File: src/rtl/break_value_scheduler_pkg.sv
`default_nettype none
// +----------------------------------------------------------------------------+
// | Module   : break_value_scheduler_pkg                                        |
// | Brief    : Shared WalkSAT pipeline constants, default sizes and the        |
// |            scheduler FSM state encoding.                                   |
// | Revision : 1.0 - initial release                                           |
// +----------------------------------------------------------------------------+
package break_value_scheduler_pkg;

    // Default sizing of the break value scheduler / counter pair
    localparam int DEF_NUM_CLAUSES      = 20;
    localparam int DEF_NUM_CLAUSES_BITS = 5;
    localparam int DEF_NUM_CANDIDATES   = 3;
    localparam int DEF_CAND_BITS        = 2;

    // Width of the random byte and noise threshold used for the noisy pick
    localparam int RAND_BITS            = 8;

    // Scheduler pass states
    typedef enum logic [2:0] {
        S_IDLE = 3'd0,
        S_REQ  = 3'd1,
        S_WAIT = 3'd2,
        S_EVAL = 3'd3,
        S_DONE = 3'd4
    } bvs_state_e;

endpackage
`default_nettype wire

File: src/rtl/break_value_scheduler_if.sv
`default_nettype none
// +----------------------------------------------------------------------------+
// | Module   : break_value_scheduler_if                                        |
// | Brief    : Mask-fetch handshake and break value counter bus between the    |
// |            scheduler (master) and its environment (slave).                 |
// | Revision : 1.0 - initial release                                           |
// +----------------------------------------------------------------------------+
interface break_value_scheduler_if
    import break_value_scheduler_pkg::*;
#(
    parameter int NUM_CLAUSES      = DEF_NUM_CLAUSES,
    parameter int NUM_CLAUSES_BITS = DEF_NUM_CLAUSES_BITS,
    parameter int CAND_BITS        = DEF_CAND_BITS
) ();

    // Mask fetch handshake
    logic                        mask_req_o;
    logic [CAND_BITS-1:0]        cand_idx_o;
    logic                        mask_valid_i;
    logic [NUM_CLAUSES-1:0]      mask_bits_i;

    // Break value counter connection
    logic [NUM_CLAUSES-1:0]      bvc_status_o;
    logic [NUM_CLAUSES-1:0]      bvc_mask_o;
    logic [NUM_CLAUSES_BITS-1:0] bvc_break_value_i;

    modport master (
        output mask_req_o,
        output cand_idx_o,
        input  mask_valid_i,
        input  mask_bits_i,
        output bvc_status_o,
        output bvc_mask_o,
        input  bvc_break_value_i
    );

    modport slave (
        input  mask_req_o,
        input  cand_idx_o,
        output mask_valid_i,
        output mask_bits_i,
        input  bvc_status_o,
        input  bvc_mask_o,
        output bvc_break_value_i
    );

endinterface
`default_nettype wire

File: src/rtl/break_value_scheduler_min_tracker.sv
`default_nettype none
// +----------------------------------------------------------------------------+
// | Module   : bv_min_tracker                                                  |
// | Brief    : Running minimum break value and its candidate index, with       |
// |            lower-index-wins tie rule and zero (freebie) detect.            |
// | Revision : 1.0 - initial release                                           |
// +----------------------------------------------------------------------------+
module bv_min_tracker
    import break_value_scheduler_pkg::*;
#(
    parameter int NUM_CLAUSES_BITS = DEF_NUM_CLAUSES_BITS,
    parameter int CAND_BITS        = DEF_CAND_BITS
) (
    input  wire logic                        clk,
    input  wire logic                        reset,
    input  wire logic                        init_i,
    input  wire logic                        eval_i,
    input  wire logic [CAND_BITS-1:0]        idx_i,
    input  wire logic [NUM_CLAUSES_BITS-1:0] bv_i,
    output logic      [NUM_CLAUSES_BITS-1:0] min_o,
    output logic      [CAND_BITS-1:0]        argmin_o,
    output logic                             is_zero_o
);

    logic [NUM_CLAUSES_BITS-1:0] min_q;
    logic [CAND_BITS-1:0]        argmin_q;
    logic                        w_take;

    // Strictly-less keeps the earlier (lower) index on ties. Because the
    // argmin restarts at 0 alongside an all-ones min, a pass where every
    // candidate reports the maximum break value still ends on index 0.
    assign w_take    = eval_i && (bv_i < min_q);
    assign is_zero_o = (bv_i == '0);

    // Min/argmin registers: cleared at the start of each pass, updated in EVAL
    always_ff @(posedge clk or negedge reset) begin
        if (!reset) begin
            min_q    <= '1;
            argmin_q <= '0;
        end else if (init_i) begin
            min_q    <= '1;
            argmin_q <= '0;
        end else if (w_take) begin
            min_q    <= bv_i;
            argmin_q <= idx_i;
        end
    end

    assign min_o    = min_q;
    assign argmin_o = argmin_q;

endmodule
`default_nettype wire

File: src/rtl/break_value_scheduler.sv
`default_nettype none
// +----------------------------------------------------------------------------+
// | Module   : break_value_scheduler                                           |
// | Brief    : Walks the candidate variables of an unsatisfied clause, fetches |
// |            each occurrence mask, feeds it to an external break value       |
// |            counter and selects the candidate to flip (greedy minimum with  |
// |            freebie early exit, or a noisy random pick).                    |
// | Revision : 1.0 - initial release                                           |
// +----------------------------------------------------------------------------+
module break_value_scheduler
    import break_value_scheduler_pkg::*;
#(
    parameter int NUM_CLAUSES      = DEF_NUM_CLAUSES,
    parameter int NUM_CLAUSES_BITS = DEF_NUM_CLAUSES_BITS,
    parameter int NUM_CANDIDATES   = DEF_NUM_CANDIDATES,
    parameter int CAND_BITS        = DEF_CAND_BITS
) (
    input  wire logic                        clk,
    input  wire logic                        reset,
    input  wire logic                        start_i,
    input  wire logic                        abort_i,
    input  wire logic [NUM_CLAUSES-1:0]      clause_status_i,
    input  wire logic [RAND_BITS-1:0]        rand_i,
    input  wire logic [RAND_BITS-1:0]        noise_thresh_i,
    input  wire logic [CAND_BITS-1:0]        rand_idx_i,
    break_value_scheduler_if.master          bvs_if,
    output logic                             busy_o,
    output logic                             done_o,
    output logic      [CAND_BITS-1:0]        sel_idx_o,
    output logic      [NUM_CLAUSES_BITS-1:0] sel_break_value_o
);

    localparam int LAST_CAND = NUM_CANDIDATES - 1;

    bvs_state_e                  state_q, state_d;
    logic [CAND_BITS-1:0]        cnt_q, cnt_d;
    logic [NUM_CLAUSES-1:0]      status_q;
    logic [NUM_CLAUSES-1:0]      mask_q;
    logic [RAND_BITS-1:0]        rand_q;
    logic [RAND_BITS-1:0]        thresh_q;
    logic [CAND_BITS-1:0]        rand_idx_q;
    logic                        done_q, done_d;
    logic [CAND_BITS-1:0]        sel_idx_q, sel_idx_d;
    logic [NUM_CLAUSES_BITS-1:0] sel_bv_q, sel_bv_d;

    logic                        w_init;
    logic                        w_eval;
    logic                        w_mask_load;
    logic                        w_mask_req;
    logic [NUM_CLAUSES_BITS-1:0] w_min_bv;
    logic [CAND_BITS-1:0]        w_min_idx;
    logic                        w_bv_zero;
    logic                        w_noise;
    logic [CAND_BITS-1:0]        w_noise_idx;

    bv_min_tracker #(
        .NUM_CLAUSES_BITS (NUM_CLAUSES_BITS),
        .CAND_BITS        (CAND_BITS)
    ) u_min_tracker (
        .clk       (clk),
        .reset     (reset),
        .init_i    (w_init),
        .eval_i    (w_eval),
        .idx_i     (cnt_q),
        .bv_i      (bvs_if.bvc_break_value_i),
        .min_o     (w_min_bv),
        .argmin_o  (w_min_idx),
        .is_zero_o (w_bv_zero)
    );

    // Noisy pick only when no freebie was found; an out-of-range random
    // index falls back to candidate 0.
    assign w_noise     = (w_min_bv != '0) && (rand_q < thresh_q);
    assign w_noise_idx = (int'(rand_idx_q) >= NUM_CANDIDATES) ? '0 : rand_idx_q;

    // Next-state and control decode for the scheduling pass
    always_comb begin
        state_d     = state_q;
        cnt_d       = cnt_q;
        done_d      = 1'b0;
        sel_idx_d   = sel_idx_q;
        sel_bv_d    = sel_bv_q;
        w_init      = 1'b0;
        w_eval      = 1'b0;
        w_mask_load = 1'b0;
        w_mask_req  = 1'b0;

        case (state_q)
            S_IDLE: begin
                if (start_i) begin
                    w_init  = 1'b1;
                    cnt_d   = '0;
                    state_d = S_REQ;
                end
            end
            S_REQ: begin
                w_mask_req = 1'b1;
                state_d    = S_WAIT;
            end
            S_WAIT: begin
                if (bvs_if.mask_valid_i) begin
                    w_mask_load = 1'b1;
                    state_d     = S_EVAL;
                end
            end
            S_EVAL: begin
                w_eval = 1'b1;
                if (w_bv_zero || (int'(cnt_q) == LAST_CAND)) begin
                    state_d = S_DONE;
                end else begin
                    cnt_d   = cnt_q + CAND_BITS'(1);
                    state_d = S_REQ;
                end
            end
            S_DONE: begin
                done_d    = 1'b1;
                sel_idx_d = w_noise ? w_noise_idx : w_min_idx;
                sel_bv_d  = w_min_bv;
                state_d   = S_IDLE;
            end
            default: begin
                state_d = S_IDLE;
            end
        endcase

        // Abort discards the pass: nothing is loaded and the result holds
        if (abort_i && (state_q != S_IDLE)) begin
            state_d     = S_IDLE;
            cnt_d       = cnt_q;
            done_d      = 1'b0;
            sel_idx_d   = sel_idx_q;
            sel_bv_d    = sel_bv_q;
            w_eval      = 1'b0;
            w_mask_load = 1'b0;
        end
    end

    // State, pass context latches and registered outputs
    always_ff @(posedge clk or negedge reset) begin
        if (!reset) begin
            state_q    <= S_IDLE;
            cnt_q      <= '0;
            status_q   <= '0;
            mask_q     <= '0;
            rand_q     <= '0;
            thresh_q   <= '0;
            rand_idx_q <= '0;
            done_q     <= 1'b0;
            sel_idx_q  <= '0;
            sel_bv_q   <= '0;
        end else begin
            state_q   <= state_d;
            cnt_q     <= cnt_d;
            done_q    <= done_d;
            sel_idx_q <= sel_idx_d;
            sel_bv_q  <= sel_bv_d;
            if (w_init) begin
                status_q   <= clause_status_i;
                rand_q     <= rand_i;
                thresh_q   <= noise_thresh_i;
                rand_idx_q <= rand_idx_i;
            end
            if (w_mask_load) begin
                mask_q <= bvs_if.mask_bits_i;
            end
        end
    end

    assign bvs_if.mask_req_o   = w_mask_req;
    assign bvs_if.cand_idx_o   = cnt_q;
    assign bvs_if.bvc_status_o = status_q;
    assign bvs_if.bvc_mask_o   = mask_q;

    assign busy_o            = (state_q != S_IDLE);
    assign done_o            = done_q;
    assign sel_idx_o         = sel_idx_q;
    assign sel_break_value_o = sel_bv_q;

endmodule
`default_nettype wire

File: src/flat_wrapper.sv
// flat-port wrapper written by rule: the top's interface ports become plain ports
module break_value_scheduler_flat import break_value_scheduler_pkg::*;
#(
    parameter int NUM_CLAUSES      = DEF_NUM_CLAUSES,
    parameter int NUM_CLAUSES_BITS = DEF_NUM_CLAUSES_BITS,
    parameter int NUM_CANDIDATES   = DEF_NUM_CANDIDATES,
    parameter int CAND_BITS        = DEF_CAND_BITS
)
  (clk, reset, start_i, abort_i, clause_status_i, rand_i, noise_thresh_i, rand_idx_i, busy_o, done_o, sel_idx_o, sel_break_value_o, bvs_if_mask_req_o, bvs_if_cand_idx_o, bvs_if_mask_valid_i, bvs_if_mask_bits_i, bvs_if_bvc_status_o, bvs_if_bvc_mask_o, bvs_if_bvc_break_value_i);
  break_value_scheduler_if #(.NUM_CLAUSES(NUM_CLAUSES), .NUM_CLAUSES_BITS(NUM_CLAUSES_BITS), .CAND_BITS(CAND_BITS)) bvs_if_i ();
  input  wire logic clk;
  input  wire logic reset;
  input  wire logic start_i;
  input  wire logic abort_i;
  input  wire logic [NUM_CLAUSES-1:0] clause_status_i;
  input  wire logic [RAND_BITS-1:0] rand_i;
  input  wire logic [RAND_BITS-1:0] noise_thresh_i;
  input  wire logic [CAND_BITS-1:0] rand_idx_i;
  output logic busy_o;
  output logic done_o;
  output logic      [CAND_BITS-1:0] sel_idx_o;
  output logic      [NUM_CLAUSES_BITS-1:0] sel_break_value_o;
  output wire logic [$bits(bvs_if_i.mask_req_o)-1:0] bvs_if_mask_req_o;
  output wire logic [$bits(bvs_if_i.cand_idx_o)-1:0] bvs_if_cand_idx_o;
  input wire logic [$bits(bvs_if_i.mask_valid_i)-1:0] bvs_if_mask_valid_i;
  input wire logic [$bits(bvs_if_i.mask_bits_i)-1:0] bvs_if_mask_bits_i;
  output wire logic [$bits(bvs_if_i.bvc_status_o)-1:0] bvs_if_bvc_status_o;
  output wire logic [$bits(bvs_if_i.bvc_mask_o)-1:0] bvs_if_bvc_mask_o;
  input wire logic [$bits(bvs_if_i.bvc_break_value_i)-1:0] bvs_if_bvc_break_value_i;
  assign bvs_if_mask_req_o = bvs_if_i.mask_req_o;
  assign bvs_if_cand_idx_o = bvs_if_i.cand_idx_o;
  assign bvs_if_i.mask_valid_i = bvs_if_mask_valid_i;
  assign bvs_if_i.mask_bits_i = bvs_if_mask_bits_i;
  assign bvs_if_bvc_status_o = bvs_if_i.bvc_status_o;
  assign bvs_if_bvc_mask_o = bvs_if_i.bvc_mask_o;
  assign bvs_if_i.bvc_break_value_i = bvs_if_bvc_break_value_i;
  break_value_scheduler #(.NUM_CLAUSES(NUM_CLAUSES), .NUM_CLAUSES_BITS(NUM_CLAUSES_BITS), .NUM_CANDIDATES(NUM_CANDIDATES), .CAND_BITS(CAND_BITS)) u_core (.clk(clk), .reset(reset), .start_i(start_i), .abort_i(abort_i), .clause_status_i(clause_status_i), .rand_i(rand_i), .noise_thresh_i(noise_thresh_i), .rand_idx_i(rand_idx_i), .bvs_if(bvs_if_i), .busy_o(busy_o), .done_o(done_o), .sel_idx_o(sel_idx_o), .sel_break_value_o(sel_break_value_o));
endmodule
File: config.mk
export PLATFORM = sky130hd
export DESIGN_NAME = break_value_scheduler_flat
export DESIGN_NICKNAME = d
export VERILOG_FILES = /design/src/rtl/break_value_scheduler_pkg.sv /design/src/rtl/break_value_scheduler_if.sv /design/src/rtl/break_value_scheduler_min_tracker.sv /design/src/rtl/break_value_scheduler.sv /design/src/flat_wrapper.sv
export SDC_FILE = /design/constraint.sdc
export NUM_CORES = 1
export LEC_CHECK = 0
export BUFFER_PORTS_ARGS = -buffer_cell sky130_fd_sc_hd__buf_2
export CAP_MARGIN = 10
export CORE_ASPECT_RATIO = 0.6
export CORE_UTILIZATION = 53
export DETAILED_ROUTE_END_ITERATION = 16
export PLACE_DENSITY_LB_ADDON = 0.25
export SETUP_SLACK_MARGIN = 0.05
export SYNTH_ARGS = -nofsm -noshare
export SYNTH_HDL_FRONTEND = slang
export SYNTH_SLANG_ARGS = --single-unit
File: constraint.sdc
create_clock -name clk -period 2.5 [get_ports clk]
set_input_delay 0.625 -clock clk [delete_from_list [all_inputs] [get_ports clk]]
set_output_delay 0.625 -clock clk [all_outputs]
set_load 0.005 [all_outputs]
==> summary.md <==
| Metric | Value |
|---|---|
| Status | complete, no violations |
| Port bufs | roughly 120 |
| CP top delay family | flip-flops |
| Setup violators final | 0 |
| Cells along the critical path | or3_1 > buf_2 |
| Leakage power | ~2.4 nW |
| Fin. Hold Viols | 0 |
| Htree depth | 3 |
| P per Cell Area | 1130 nW/um^2 |
| DRC viols | 0 |
| Area growth from synthesis to layout | 27.6% |
| M3 GR Usage | under 10% |
| CTS tree | done |
| Syn nets | ~400 |
| Clock Tree Root | clkbuf_8 |
| Post-CTS Setup Bufs | 0 |
| Hold buffers post-CTS | 0 |
| Worst Slack Setup Final | about 0.45 ns |
| Post-Route WL | 7.01 mm |
| Grt total ovfl | 0 |
| Met2 GRT Util | a little over a third |
| I/O pins | between 100 and 150 |
| Setup crit start kind | flop |
| Synthesized cell area | between 3000 and 4000 um^2 |
| Switching share of power | about 34% |
| Hold Crit Class | in2async |
| Die area | between 6000 and 7000 um^2 |
| DR vias | between 2000 and 3000 |
| RSZ-0062 raised after global routing | no |
| Internal Power | about 3.2 mW |
| Initial DRC Count | 68 |
| Clk pwr share | ~22% |
| Max-cap check violation count | 0 |
| Switching power total | between 1.5 and 2 mW |
| Clock transition at the registers of the reported paths | approximately 0.08 ns |
| Core box area | 6140 um^2 |
| TNS Setup | 0 ns |
| CTS Buf Count | 9 |
| Critical Path AT | between 1 and 1.5 ns |
| Worst path slowest cell | dfrtp_1 |
| CP endpoint kind | output pin |
| Initial Util | 55.0% |
| Final HPWL DP | around 5.1 mm |
| First-pass GRT wire length | 11.9 mm |
| Largest net degree at the start of global routing | 44 |
| Layout cells sized above 1 | between 30% and 40% |
| Clock latency on the worst-skew pair | about 0.35 ns |
| GRT Total Usage | 22.8% |
| Peak VDD IR | about 0.56 mV |
| Final worst path period share | between 80% and 90% |
| YS warnings | 0 |
| Critical path's largest stage delay | roughly 0.53 ns |
| Flop pwr share | 43.1% |
| DR pass1 iterations | 4 |
| Least-Margin Pin Slew | about 0.64 ns |
| Synthesized flop and latch total | 78 |
| Layout Nets | 518 |
| Die Y | ~64 um |
| Max Clk Rate | a little under 500 MHz |
| Worst slew margin | between 50% and 60% |
| Most used routing layer in global routing | met2 |
| Met1 global-route usage | between 30% and 40% |
| Syn avg cell area | 10.7 um^2 |
| CP required | approximately 1.9 ns |
| WL per Instance | 13.3 um |
| Die width | between 100 and 150 um |
| Worst-path maximum fanout | 11 |
| Via count of the first global-routing pass | about 2500 |
| Ant diodes | 0 |
| Max Root-Sink Buffers | 2 |
| CP bufs+invs | 1 |
| GPL Wtd Cong | between 0.7 and 0.8 |
| Post-route antenna net violation count | 0 |
| Row count | 22 |
| Finished Layout Cells | about 530 |
| CP Class | reg2out |
| Initial antenna violation count | 0 |
| Comb pwr share | about a third |
| Post-CTS resize count | 0 |
| Final Max Tran Viols | 0 |
| Final worst clock skew | just under 0.008 ns |
| CTS Sinks | between 70 and 80 |
| Synth unique cells | 34 |
| WHS | 0.258 ns |
| Tmin final | about 2.0 ns |
| Post-synthesis sequential area ratio | a little under 60% |
| Vias per cell | about 4.9 |
| Pre-CTS WS | 0.506 ns |
| Cells after DPL | 511 |
| Total Power | just under 5 mW |
| Mapped Cells | between 300 and 400 |
per-stage QoR:
| stage | instance area, um^2 | util [%] |
|---|---|---|
| global route | 4310 | 70.2 |
| finish | 4310 | 70.2 |
| detailed placement | 4080 | 66.5 |
| global placement | 4080 | 66.5 |
| floorplan | 3380 | - |
| CTS | 4310 | 70.2 |
layout by cell type, fill, tap and decap left out, types with 3 or more instances in the layout:
cell type  instances
mux2_2            20
dfstp_2            5
clkbuf_8          10
buf_4              5
ha_1              12
nand2_1          108
o21ai_0            7
mux2i_1            9
inv_1             17
a21oi_1            3
mux2_1             5
nor2_1            13
a211oi_1           3
dfrtp_1           73
buf_2            118
worst paths after layout:
check,startpoint,endpoint,slack (ns),cells past startpoint
max,u_core.state_q[1],busy_o,0.45,2
max in group asynchronous,reset,u_core.bvs_if.bvc_status_o[12],1.65,2
min,reset,u_core.sel_break_value_o[0],0.26,1
min in group clk,rand_i[3],u_core.rand_q[3],0.46,3
max reg2reg,u_core.state_q[0],u_core.u_min_tracker.argmin_o[1],0.63,5
min reg2reg,u_core.bvs_if.bvc_status_o[12],u_core.bvs_if.bvc_status_o[12],0.48,2
power by group through the flow:
stage               Sequential (mW)  Clock (mW)  Combinational, mW
finish                         2.11        1.07               1.71
global route                   2.17        1.16               1.94
CTS                            2.11        1.10               1.73
detailed placement             2.12           0               1.73
global placement               2.09           0               1.67
floorplan                      2.07           0               1.07
per-layer routing:
| metal | up-vias | routed length [um] |
|---|---|---|
| met2 | 84 | 3100 |
| met3 | 10 | 438 |
| met1 | 1210 | 3400 |
| met5 | - | 0 |
| li1 | 1272 | - |
| met4 | 0 | 71 |
cell usage after synthesis:
master	number	share of area, %
nand2_1	108	12
dfrtp_1	73	54
mux2_2	20	6.7
inv_1	17	1.9
nor2_1	13	1.4
ha_1	12	4.4
mux2i_1	9	2.7
clkbuf_1	7	0.78
o21ai_0	7	1.0
buf_2	6	0.89
dfstp_2	5	3.9
mux2_1	5	1.7
a211oi_1	3	0.67
a21oi_1	3	0.44
nor3_1	3	0.44
a21o_1	2	0.44
a31oi_1	2	0.37
nand2b_1	2	0.37
nand3_1	2	0.30
or3_1	2	0.37
or3b_1	2	0.52
a2111oi_4	1	0.81
a41oi_2	1	0.48
and3_1	1	0.19
nand2b_4	1	0.41
nand4_1	1	0.19
nor3b_1	1	0.22
nor4b_4	1	0.70
o21a_1	1	0.22
o21ai_1	1	0.15
o21ai_2	1	0.26
o22a_1	1	0.26
o311ai_2	1	0.48
xnor2_1	1	0.26
final cells by class:
cell class                      count  area, um^2
Multi-Input combinational cell    208        1310
Clock buffer                       10         138
Timing Repair Buffer              124         648
Inverter                           17        63.8
Tap cell                           84         105
Clock inverter                      6        92.6
Fill cell                         482        1830
Sequential cell                    78        1960
cell families after synthesis:
| kind of cell | share of synthesized area (%) |
|---|---|
| AO/OA/AOI/OAI | 5.63 |
| AND/OR/NAND/NOR | 17.1 |
| buffers and inverters | 3.56 |
| adder cells (fa/ha/maj) | 4.44 |
| XOR/XNOR | 0.259 |
| flip-flops | 58.0 |
| multiplexers | 11.0 |
flip-flops by register name, indices dropped and copies added (netlist names):
register,count
u_core.bvs_if.bvc_mask_o,20
u_core.bvs_if.bvc_status_o,20
u_core.rand_q,8
u_core.thresh_q,8
u_core.sel_break_value_o,5
u_core.u_min_tracker.min_o,5
u_core.state_q,3
u_core.bvs_if.cand_idx_o,2
u_core.rand_idx_q,2
u_core.sel_idx_o,2
u_core.u_min_tracker.argmin_o,2
u_core.done_o,1
worst reg2reg max path, cell delays in order, from the launching register on:
cell and delay (ns):
dfrtp_1 0.50, nand2b_1 0.26, or3_1 0.50, buf_4 0.29, nand2_1 0.12, mux2i_1 0.07
(Power assumes the default switching activity.)
